$ cat config.mk
export PLATFORM = sky130hd
export DESIGN_NAME = alu_exec_unit_flat
export DESIGN_NICKNAME = d
export VERILOG_FILES = /design/src/rtl/alu_exec_pkg.sv /design/src/rtl/alu_exec_if.sv /design/src/rtl/alu_seq_mul.sv /design/src/rtl/alu_exec_unit.sv /design/src/flat_wrapper.sv
export SDC_FILE = /design/constraint.sdc
export NUM_CORES = 1
export LEC_CHECK = 0
export CAP_MARGIN = 0
export CORE_MARGIN = 5
export CORE_UTILIZATION = 40
export CTS_CLUSTER_SIZE = 16
export DETAILED_ROUTE_END_ITERATION = 6
export GPL_TIMING_DRIVEN = 0
export MAX_ROUTING_LAYER = met4
export SLEW_MARGIN = 20
export SYNTH_ARGS = -nofsm -noshare
export SYNTH_HDL_FRONTEND = slang
export SYNTH_SLANG_ARGS = --single-unit
$ cat constraint.sdc
create_clock -name clk -period 7.92 [get_ports clk]
set_input_delay 0.792 -clock clk [delete_from_list [all_inputs] [get_ports clk]]
set_output_delay 0.792 -clock clk [all_outputs]
set_load 0.02 [all_outputs]
$ cat src/rtl/alu_exec_pkg.sv
// Shared definitions for the sequenced execute stage: op codes, operand/destination
// selectors and the FSM state encoding.
package alu_exec_pkg;

    localparam int OP_NOP = 0;
    localparam int OP_ADD = 1;
    localparam int OP_ADC = 2;
    localparam int OP_SUB = 3;
    localparam int OP_SBB = 4;
    localparam int OP_AND = 5;
    localparam int OP_OR  = 6;
    localparam int OP_XOR = 7;
    localparam int OP_NOT = 8;
    localparam int OP_SHL = 9;
    localparam int OP_SHR = 10;
    localparam int OP_MOV = 11;
    localparam int OP_CMP = 12;
    localparam int OP_MUL = 13;

    typedef enum logic [1:0] {
        SRC_IMM  = 2'b00,
        SRC_RF   = 2'b01,
        SRC_WMEM = 2'b10,
        SRC_BMEM = 2'b11
    } src_sel_e;

    typedef enum logic [1:0] {
        DST_RF   = 2'b00,
        DST_BMEM = 2'b01,
        DST_WMEM = 2'b10,
        DST_NONE = 2'b11
    } dst_sel_e;

    typedef enum logic [1:0] {
        ST_IDLE  = 2'b00,
        ST_FETCH = 2'b01,
        ST_MUL   = 2'b10,
        ST_EXEC  = 2'b11
    } state_e;

endpackage

$ cat src/rtl/alu_exec_if.sv
// Instruction handshake, RAM ports, result/flag outputs and FSM debug state of the
// execute stage. Handshake: an instruction transfers on a rising clk edge where
// in_valid and in_ready are both 1; the master holds its fields stable while
// in_valid=1 and in_ready=0.
interface alu_exec_if
    import alu_exec_pkg::*;
#(
    parameter int WIDTH  = 8,
    parameter int IWIDTH = 8,
    parameter int AWIDTH = 8
);
    logic              in_valid;
    logic              in_ready;
    logic [IWIDTH-1:0] op_code;
    src_sel_e          src1_sel;
    src_sel_e          src2_sel;
    logic [AWIDTH-1:0] src1;
    logic [AWIDTH-1:0] src2;
    dst_sel_e          dst_sel;
    logic [AWIDTH-1:0] dst;
    logic [AWIDTH-1:0] mem_addr_a;
    logic [AWIDTH-1:0] mem_addr_b;
    logic [WIDTH-1:0]  wmem_rdata_a;
    logic [WIDTH-1:0]  wmem_rdata_b;
    logic              bmem_rdata_a;
    logic              bmem_rdata_b;
    logic [AWIDTH-1:0] mem_waddr;
    logic [WIDTH-1:0]  mem_wdata;
    logic              wmem_we;
    logic              bmem_we;
    logic [WIDTH-1:0]  result;
    logic              result_valid;
    logic              flag_c;
    logic              flag_z;
    logic              flag_b;
    logic              busy;
    state_e            dbg_state;

    modport slave (
        input  in_valid, op_code, src1_sel, src2_sel, src1, src2, dst_sel, dst,
        input  wmem_rdata_a, wmem_rdata_b, bmem_rdata_a, bmem_rdata_b,
        output in_ready, mem_addr_a, mem_addr_b, mem_waddr, mem_wdata,
        output wmem_we, bmem_we, result, result_valid, flag_c, flag_z, flag_b,
        output busy, dbg_state
    );

    modport master (
        output in_valid, op_code, src1_sel, src2_sel, src1, src2, dst_sel, dst,
        output wmem_rdata_a, wmem_rdata_b, bmem_rdata_a, bmem_rdata_b,
        input  in_ready, mem_addr_a, mem_addr_b, mem_waddr, mem_wdata,
        input  wmem_we, bmem_we, result, result_valid, flag_c, flag_z, flag_b,
        input  busy, dbg_state
    );
endinterface

$ cat src/rtl/alu_seq_mul.sv
// Iterative shift-add multiplier (used only when MUL_EN is defined). The start cycle
// already consumes multiplier bit 0, so done_o rises in the WIDTH-th cycle.
module alu_seq_mul #(
    parameter int WIDTH = 8
) (
    input  logic               clk,
    input  logic               rst,
    input  logic               start_i,
    input  logic [WIDTH-1:0]   a_i,
    input  logic [WIDTH-1:0]   b_i,
    output logic               busy_o,
    output logic               done_o,
    output logic [2*WIDTH-1:0] product_o
);
    localparam int CW = $clog2(WIDTH + 1);

    logic [2*WIDTH-1:0] acc_q, acc_d, mcand_q, mcand_d;
    logic [WIDTH-1:0]   mplier_q, mplier_d;
    logic [CW-1:0]      cnt_q, cnt_d;
    logic               run_q, run_d;

    always_comb begin
        acc_d    = acc_q;
        mcand_d  = mcand_q;
        mplier_d = mplier_q;
        cnt_d    = cnt_q;
        run_d    = run_q;
        if (start_i) begin
            acc_d    = b_i[0] ? {{WIDTH{1'b0}}, a_i} : '0;
            mcand_d  = {{WIDTH{1'b0}}, a_i} << 1;
            mplier_d = b_i >> 1;
            cnt_d    = CW'(WIDTH - 1);
            run_d    = 1'b1;
        end else if (run_q) begin
            if (mplier_q[0]) begin
                acc_d = acc_q + mcand_q;
            end
            mcand_d  = mcand_q << 1;
            mplier_d = mplier_q >> 1;
            cnt_d    = cnt_q - CW'(1);
            run_d    = (cnt_q != CW'(1));
        end
    end

    always_ff @(posedge clk) begin
        if (rst) begin
            acc_q    <= '0;
            mcand_q  <= '0;
            mplier_q <= '0;
            cnt_q    <= '0;
            run_q    <= 1'b0;
        end else begin
            acc_q    <= acc_d;
            mcand_q  <= mcand_d;
            mplier_q <= mplier_d;
            cnt_q    <= cnt_d;
            run_q    <= run_d;
        end
    end

    assign busy_o    = run_q;
    assign done_o    = run_q && (cnt_q == CW'(1));
    assign product_o = acc_q;

endmodule

$ cat src/rtl/alu_exec_unit.sv
// Sequenced execute stage: accept -> FETCH (RAM read addresses) -> EXEC (ALU, writeback,
// flags). Defining MUL_EN adds the iterative MUL op through an extra MUL state.
module alu_exec_unit
    import alu_exec_pkg::*;
#(
    parameter int WIDTH    = 8,
    parameter int IWIDTH   = 8,
    parameter int AWIDTH   = 8,
    parameter int RF_DEPTH = 16
) (
    input logic      clk,
    input logic      rst,
    alu_exec_if.slave bus
);
    localparam int RIW = (RF_DEPTH > 1) ? $clog2(RF_DEPTH) : 1;

    state_e            state_q, state_d;
    logic [IWIDTH-1:0] op_q;
    src_sel_e          s1_sel_q, s2_sel_q;
    dst_sel_e          dst_sel_q;
    logic [AWIDTH-1:0] src1_q, src2_q, dst_q;
    logic [WIDTH-1:0]  result_q, result_d;
    logic              fc_q, fz_q, fb_q, fc_d, fz_d, fb_d;
    logic [WIDTH-1:0]  rf_q [RF_DEPTH];

    logic             accept, in_exec, is_mul, wr_ok, mul_done;
    logic             upd_c, upd_z, upd_b, alu_c, alu_b;
    logic [WIDTH-1:0] opa, opb, alu_res;
    logic [WIDTH:0]   sum;

    function automatic logic [WIDTH-1:0] operand(input src_sel_e sel, input logic [AWIDTH-1:0] imm,
                                                 input logic [WIDTH-1:0] rf_v, input logic [WIDTH-1:0] w_v,
                                                 input logic b_v);
        case (sel)
            SRC_IMM:  operand = WIDTH'(imm);
            SRC_RF:   operand = rf_v;
            SRC_WMEM: operand = w_v;
            default:  operand = WIDTH'(b_v);
        endcase
    endfunction

    assign in_exec = (state_q == ST_EXEC);
    assign opa = operand(s1_sel_q, src1_q, rf_q[src1_q[RIW-1:0]], bus.wmem_rdata_a, bus.bmem_rdata_a);
    assign opb = operand(s2_sel_q, src2_q, rf_q[src2_q[RIW-1:0]], bus.wmem_rdata_b, bus.bmem_rdata_b);

`ifdef MUL_EN
    logic [2*WIDTH-1:0] mul_prod;
    logic               mul_busy;

    assign is_mul = (op_q == IWIDTH'(OP_MUL));

    // Operands come straight from the operand mux: RAM data is valid in the first MUL cycle.
    alu_seq_mul #(.WIDTH(WIDTH)) u_mul (
        .clk       (clk),
        .rst       (rst),
        .start_i   ((state_q == ST_MUL) && !mul_busy),
        .a_i       (opa),
        .b_i       (opb),
        .busy_o    (mul_busy),
        .done_o    (mul_done),
        .product_o (mul_prod)
    );
`else
    assign is_mul   = 1'b0;
    assign mul_done = 1'b0;
`endif

    assign bus.in_ready = (state_q == ST_IDLE) || (in_exec && !is_mul);
    assign accept       = bus.in_valid && bus.in_ready;

    always_comb begin
        state_d = state_q;
        case (state_q)
            ST_IDLE:  if (accept) state_d = ST_FETCH;
            ST_FETCH: state_d = is_mul ? ST_MUL : ST_EXEC;
            ST_MUL:   if (mul_done) state_d = ST_EXEC;
            ST_EXEC:  state_d = accept ? ST_FETCH : ST_IDLE;
            default:  state_d = ST_IDLE;
        endcase
    end

    always_comb begin
        sum     = '0;
        alu_res = '0;
        alu_c   = fc_q;
        alu_b   = fb_q;
        upd_c   = 1'b0;
        upd_z   = 1'b0;
        upd_b   = 1'b0;
        wr_ok   = 1'b1;
        case (op_q)
            IWIDTH'(OP_ADD): begin sum = {1'b0, opa} + {1'b0, opb}; upd_c = 1'b1; upd_z = 1'b1; end
            IWIDTH'(OP_ADC): begin sum = {1'b0, opa} + {1'b0, opb} + (WIDTH+1)'(fc_q); upd_c = 1'b1; upd_z = 1'b1; end
            IWIDTH'(OP_SUB): begin sum = {1'b0, opa} - {1'b0, opb}; upd_b = 1'b1; upd_z = 1'b1; end
            IWIDTH'(OP_SBB): begin sum = {1'b0, opa} - {1'b0, opb} - (WIDTH+1)'(fb_q); upd_b = 1'b1; upd_z = 1'b1; end
            IWIDTH'(OP_CMP): begin sum = {1'b0, opa} - {1'b0, opb}; upd_b = 1'b1; upd_z = 1'b1; wr_ok = 1'b0; end
            IWIDTH'(OP_AND): begin sum = {1'b0, opa & opb}; upd_z = 1'b1; end
            IWIDTH'(OP_OR):  begin sum = {1'b0, opa | opb}; upd_z = 1'b1; end
            IWIDTH'(OP_XOR): begin sum = {1'b0, opa ^ opb}; upd_z = 1'b1; end
            IWIDTH'(OP_NOT): begin sum = {1'b0, ~opa}; upd_z = 1'b1; end
            IWIDTH'(OP_SHL): begin sum = {opa[WIDTH-1], opa << 1}; upd_c = 1'b1; upd_z = 1'b1; end
            IWIDTH'(OP_SHR): begin sum = {opa[0], opa >> 1}; upd_c = 1'b1; upd_z = 1'b1; end
            IWIDTH'(OP_MOV): begin sum = {1'b0, opa}; end
`ifdef MUL_EN
            IWIDTH'(OP_MUL): begin sum = {|mul_prod[2*WIDTH-1:WIDTH], mul_prod[WIDTH-1:0]}; upd_c = 1'b1; upd_z = 1'b1; end
`endif
            default:         wr_ok = 1'b0;
        endcase
        // Top bit of sum is carry, borrow or shifted-out bit depending on the op.
        alu_res = sum[WIDTH-1:0];
        if (upd_c) alu_c = sum[WIDTH];
        if (upd_b) alu_b = sum[WIDTH];
    end

    assign result_d = in_exec ? alu_res : result_q;
    assign fc_d     = (in_exec && upd_c) ? alu_c : fc_q;
    assign fb_d     = (in_exec && upd_b) ? alu_b : fb_q;
    assign fz_d     = (in_exec && upd_z) ? (alu_res == '0) : fz_q;

    always_ff @(posedge clk) begin
        if (rst) begin
            state_q   <= ST_IDLE;
            op_q      <= '0;
            s1_sel_q  <= SRC_IMM;
            s2_sel_q  <= SRC_IMM;
            dst_sel_q <= DST_NONE;
            src1_q    <= '0;
            src2_q    <= '0;
            dst_q     <= '0;
            result_q  <= '0;
            fc_q      <= 1'b0;
            fz_q      <= 1'b0;
            fb_q      <= 1'b0;
            for (int i = 0; i < RF_DEPTH; i++) rf_q[i] <= '0;
        end else begin
            state_q  <= state_d;
            result_q <= result_d;
            fc_q     <= fc_d;
            fz_q     <= fz_d;
            fb_q     <= fb_d;
            if (accept) begin
                op_q      <= bus.op_code;
                s1_sel_q  <= bus.src1_sel;
                s2_sel_q  <= bus.src2_sel;
                dst_sel_q <= bus.dst_sel;
                src1_q    <= bus.src1;
                src2_q    <= bus.src2;
                dst_q     <= bus.dst;
            end
            if (in_exec && wr_ok && dst_sel_q == DST_RF) rf_q[dst_q[RIW-1:0]] <= alu_res;
        end
    end

    assign bus.mem_addr_a   = src1_q;
    assign bus.mem_addr_b   = src2_q;
    assign bus.mem_waddr    = dst_q;
    assign bus.mem_wdata    = alu_res;
    assign bus.wmem_we      = !rst && in_exec && wr_ok && (dst_sel_q == DST_WMEM);
    assign bus.bmem_we      = !rst && in_exec && wr_ok && (dst_sel_q == DST_BMEM);
    assign bus.result       = result_q;
    assign bus.result_valid = !rst && in_exec;
    assign bus.flag_c       = fc_q;
    assign bus.flag_z       = fz_q;
    assign bus.flag_b       = fb_q;
    assign bus.busy         = (state_q != ST_IDLE);
    assign bus.dbg_state    = state_q;

endmodule

$ cat src/flat_wrapper.sv
// flat-port wrapper written by rule: the top's interface ports become plain ports
module alu_exec_unit_flat import alu_exec_pkg::*;
#(
    parameter int WIDTH    = 8,
    parameter int IWIDTH   = 8,
    parameter int AWIDTH   = 8,
    parameter int RF_DEPTH = 16
)
  (clk, rst, bus_in_valid, bus_op_code, bus_src1_sel, bus_src2_sel, bus_src1, bus_src2, bus_dst_sel, bus_dst, bus_wmem_rdata_a, bus_wmem_rdata_b, bus_bmem_rdata_a, bus_bmem_rdata_b, bus_in_ready, bus_mem_addr_a, bus_mem_addr_b, bus_mem_waddr, bus_mem_wdata, bus_wmem_we, bus_bmem_we, bus_result, bus_result_valid, bus_flag_c, bus_flag_z, bus_flag_b, bus_busy, bus_dbg_state);
  alu_exec_if #(.WIDTH(WIDTH), .IWIDTH(IWIDTH), .AWIDTH(AWIDTH)) bus_i ();
  input logic clk;
  input logic rst;
  input wire logic [$bits(bus_i.in_valid)-1:0] bus_in_valid;
  input wire logic [$bits(bus_i.op_code)-1:0] bus_op_code;
  input wire logic [$bits(bus_i.src1_sel)-1:0] bus_src1_sel;
  input wire logic [$bits(bus_i.src2_sel)-1:0] bus_src2_sel;
  input wire logic [$bits(bus_i.src1)-1:0] bus_src1;
  input wire logic [$bits(bus_i.src2)-1:0] bus_src2;
  input wire logic [$bits(bus_i.dst_sel)-1:0] bus_dst_sel;
  input wire logic [$bits(bus_i.dst)-1:0] bus_dst;
  input wire logic [$bits(bus_i.wmem_rdata_a)-1:0] bus_wmem_rdata_a;
  input wire logic [$bits(bus_i.wmem_rdata_b)-1:0] bus_wmem_rdata_b;
  input wire logic [$bits(bus_i.bmem_rdata_a)-1:0] bus_bmem_rdata_a;
  input wire logic [$bits(bus_i.bmem_rdata_b)-1:0] bus_bmem_rdata_b;
  output wire logic [$bits(bus_i.in_ready)-1:0] bus_in_ready;
  output wire logic [$bits(bus_i.mem_addr_a)-1:0] bus_mem_addr_a;
  output wire logic [$bits(bus_i.mem_addr_b)-1:0] bus_mem_addr_b;
  output wire logic [$bits(bus_i.mem_waddr)-1:0] bus_mem_waddr;
  output wire logic [$bits(bus_i.mem_wdata)-1:0] bus_mem_wdata;
  output wire logic [$bits(bus_i.wmem_we)-1:0] bus_wmem_we;
  output wire logic [$bits(bus_i.bmem_we)-1:0] bus_bmem_we;
  output wire logic [$bits(bus_i.result)-1:0] bus_result;
  output wire logic [$bits(bus_i.result_valid)-1:0] bus_result_valid;
  output wire logic [$bits(bus_i.flag_c)-1:0] bus_flag_c;
  output wire logic [$bits(bus_i.flag_z)-1:0] bus_flag_z;
  output wire logic [$bits(bus_i.flag_b)-1:0] bus_flag_b;
  output wire logic [$bits(bus_i.busy)-1:0] bus_busy;
  output wire logic [$bits(bus_i.dbg_state)-1:0] bus_dbg_state;
  assign bus_i.in_valid = bus_in_valid;
  assign bus_i.op_code = bus_op_code;
  assign bus_i.src1_sel = bus_src1_sel;
  assign bus_i.src2_sel = bus_src2_sel;
  assign bus_i.src1 = bus_src1;
  assign bus_i.src2 = bus_src2;
  assign bus_i.dst_sel = bus_dst_sel;
  assign bus_i.dst = bus_dst;
  assign bus_i.wmem_rdata_a = bus_wmem_rdata_a;
  assign bus_i.wmem_rdata_b = bus_wmem_rdata_b;
  assign bus_i.bmem_rdata_a = bus_bmem_rdata_a;
  assign bus_i.bmem_rdata_b = bus_bmem_rdata_b;
  assign bus_in_ready = bus_i.in_ready;
  assign bus_mem_addr_a = bus_i.mem_addr_a;
  assign bus_mem_addr_b = bus_i.mem_addr_b;
  assign bus_mem_waddr = bus_i.mem_waddr;
  assign bus_mem_wdata = bus_i.mem_wdata;
  assign bus_wmem_we = bus_i.wmem_we;
  assign bus_bmem_we = bus_i.bmem_we;
  assign bus_result = bus_i.result;
  assign bus_result_valid = bus_i.result_valid;
  assign bus_flag_c = bus_i.flag_c;
  assign bus_flag_z = bus_i.flag_z;
  assign bus_flag_b = bus_i.flag_b;
  assign bus_busy = bus_i.busy;
  assign bus_dbg_state = bus_i.dbg_state;
  alu_exec_unit #(.WIDTH(WIDTH), .IWIDTH(IWIDTH), .AWIDTH(AWIDTH), .RF_DEPTH(RF_DEPTH)) u_core (.clk(clk), .rst(rst), .bus(bus_i));
endmodule
==> impl_metrics.ini <==
[placed_design]
gp_congestion = 0.968
place_inst = 1637
hpwl_um = 31700
portBuffers = 107
place_area_um2 = 13200

[layout]
area_delta_synth_final_pct = 19.6
fill_cells = 2677
final_nets = 1367
fin_area_um2 = 13900
layout-drive-gt1-share_pct = 12.4
final_cells = 1673

[yosys]
synthesis.area_um2 = 11600
syn_area_per_cell_um2 = 10.1
ys_warn_count = 0
async_reset_ff_share_pct = 0
synth_seq_area_share_pct = 43.3
yosysUniqueCellTypes = 83
synthCells = 1146
synth_edf_count = 128
ys_ff_latch = 187
syn_nets = 1239
dominantRegCellSynth = edfxtp_1

[clocking]
path_clk_slew_ns = 0.10
cts_tree = yes
cts-buffers-inserted = 17
cts_root_buffer = clkbuf_16
htree_levels = 4
clock_latency_ns = 0.46
clk_path_buf_depth = 2
cts.sinks = 187

[power]
totalPowerFinal_uw = 3070
ir_drop_v = 0.000174
power_frac_seq_pct = 36.7
power.internal_uw = 1920
comb_power_share_pct = 32.2
cellPowerDensity_nw_per_um2 = 221
switching_share_pct = 37.4
power.switching_uw = 1150
power.share.clock_pct = 31.1
leakage_uw = 0.00487

[die]
rows = 62
coreArea_um2 = 28700
die_w_um = 180
start_util_pct = 40.4
die-area_um2 = 32500
ioPinCount = 109
die_h_um = 180

[setup_path]
cp-start-kind = register
critical_path_arrival_ns = 6.90
critical_path.max_fanout = 10
crit_path_end_kind = output port
worst_ep_required_time_ns = 7.13
criticalPathCategory = register to output port

[run]
cap_violations = 0

[routing]
drt_iter0_markers = 1362
ant_nets = 0
drtPass1Iterations = 6
num_vias = 9989
avgRoutedWirePerCell_um = 25.3
via_per_inst = 5.97
drt-total-wl_um = 42300
drc = 0

[global_route]
grt_start_max_net_pins = 23
antenna_found_initial = 1
grt-ovfl-total = 0
grt_pass1_wl_um = 62600
grt_usage_pct = 26.1
grt_pass1_vias = 9572

[sta]
slew_headroom_pct = 36.4
fin_skew_ns = 0.0280
post-route-min-period_ns = 7.70
setup_viol = 0
period_share_pct = 97.2
rsz0062_at_grt = false
drv_slew = 0
hold_violations = 0
max_freq_mhz = 130
worst_pin_slew_ns = 0.952

[min_path]
min_path_type = register to register

[run_status]
status = completed
[power by group through the flow]
| stage | combinational [µW] | clock (µW) | sequential, µW |
|---|---|---|---|
| floorplan | 606 | 0 | 1150 |
| global placement | 953 | 0 | 1140 |
| detailed placement | 954 | 0 | 1150 |
| CTS | 972 | 953 | 1130 |
| global route | 1050 | 997 | 1130 |
| finish | 989 | 956 | 1130 |
[worst paths after layout]
kind	start	to	slack [ns]	cells after the start
worst max register to register	register	u_core.bus.flag_c$_SDFFE_PP0P_	1.74	16
worst max-delay path	register	bus_mem_wdata[1]	0.22	21
worst min-delay path	u_core.bus.mem_waddr[7]$_SDFFE_PP0P_	u_core.bus.mem_waddr[7]$_SDFFE_PP0P_	0.46	2
worst min register to register	u_core.bus.mem_waddr[7]$_SDFFE_PP0P_	u_core.bus.mem_waddr[7]$_SDFFE_PP0P_	0.46	2
[state kept, by name, summed over array words and instances, names as in the netlist, named ones only]
name                   flops
u_core.rf_q              128
u_core.bus.mem_addr_a      8
u_core.bus.mem_addr_b      8
u_core.bus.mem_waddr       8
u_core.bus.result          8
u_core.op_q                8
u_core.bus.dbg_state       2
u_core.dst_sel_q           2
u_core.s1_sel_q            2
u_core.s2_sel_q            2
u_core.bus.flag_b          1
u_core.bus.flag_c          1
u_core.bus.flag_z          1
[worst max-delay path, cell delays in order, from the launching register on]
cell and delay [ns]:
dfxtp_1 0.57, clkbuf_1 0.64, mux4_2 0.47, mux4_2 0.54
mux2i_1 0.15, nor2_1 0.06, a21oi_2 0.37, inv_1 0.15
fa_1 0.55, ha_1 0.31, nor3_1 0.04, a31oi_1 0.21
o21ai_0 0.12, a21oi_1 0.22, o221ai_1 0.18, a21oi_1 0.25
o221a_2 0.22, buf_2 0.28, buf_2 0.36, inv_1 0.07
buf_4 0.13, clkdlybuf4s50_1 0.53
[stage by stage]
step / TNS, ns / hold slack [ns] / setup slack [ns] / util (%)
after detailed placement: -1.52 / 0.449 / -0.687 / 45.9
after global routing: 0 / 0.477 / 0.0419 / 48.3
final: 0 / 0.460 / 0.223 / 48.4
after global placement: -1.59 / 0.442 / -0.746 / 45.9
after floorplan: 0 / 0.471 / 1.86 / -
after CTS: 0 / 0.463 / 0.0271 / 48.3
[repair_timing]
item	4_1_cts	5_1_grt
pin swaps	4	0
setup endpoints to repair	8	7
buffers inserted	5	0
gates resized for setup	11	12
hold buffers	0	0
[synthesized netlist by cell type (all sizes together), types with 7 or more instances]
cell    count  share of area, %
o21ai      14              0.64
ha         32               3.4
o211ai      7              0.45
edfxtp    128                33
nand2     139               4.5
nor2b      14              0.75
xor2       10              0.75
nor3       21              0.95
nand3b      7              0.45
dfxtp      59                10
nand2b     27               1.5
nor2      184               5.9
a211oi     22               1.5
nand4       8              0.43
nand3      18              0.78
nor4        7              0.51
o22ai       9              0.48
mux2i      48               4.1
a22oi       9              0.63
a21oi      77               3.4
clkbuf     47               1.5
inv        43               1.4
buf        42               2.2
mux4       61                12
xnor2      10              0.75
[metal layers]
| layer | up-vias | part of all wire (%) | GRT usage, % |
|---|---|---|---|
| met5 | - | 0 | - |
| met4 | 0 | 3.7 | 8.71 |
| met3 | 90 | 12 | 8.40 |
| li1 | 4445 | - | - |
| met2 | 624 | 43 | 38.0 |
| met1 | 4830 | 41 | 34.8 |
[cell usage in the layout, fill, tap and decap left out, drive strengths merged, types with 45 or more instances in the layout]
| cell type | instances |
|---|---|
| mux2i | 48 |
| dfxtp | 59 |
| mux4 | 61 |
| inv | 52 |
| clkdlybuf4s50 | 107 |
| nor2 | 184 |
| edfxtp | 128 |
| clkbuf | 63 |
| nand2 | 139 |
| a21oi | 77 |
| buf | 45 |
[cell type report]
cell class / count / area [µm²] / area share, %
well taps: 384 / 480 / 3.46
repair buffers: 112 / 1110 / 7.99
inverters: 46 / 173 / 1.24
diodes: 2 / 5.00 / 0.0361
clock inverters: 15 / 225 / 1.62
plain buffers: 86 / 432 / 3.11
flip-flops and latches: 187 / 5030 / 36.2
clock buffers: 17 / 425 / 3.07
multi-input cells: 824 / 6000 / 43.3
[cells by family after synthesis]
family | Yosys count | share of synthesized area, %
simple gates | 452 | 17.5
compound gates | 205 | 12.4
flops | 187 | 43.3
buf+inv | 135 | 5.17
mux | 112 | 16.3
fa+ha+maj | 35 | 3.88
xor+xnor | 20 | 1.51
(Power assumes the default switching activity.)
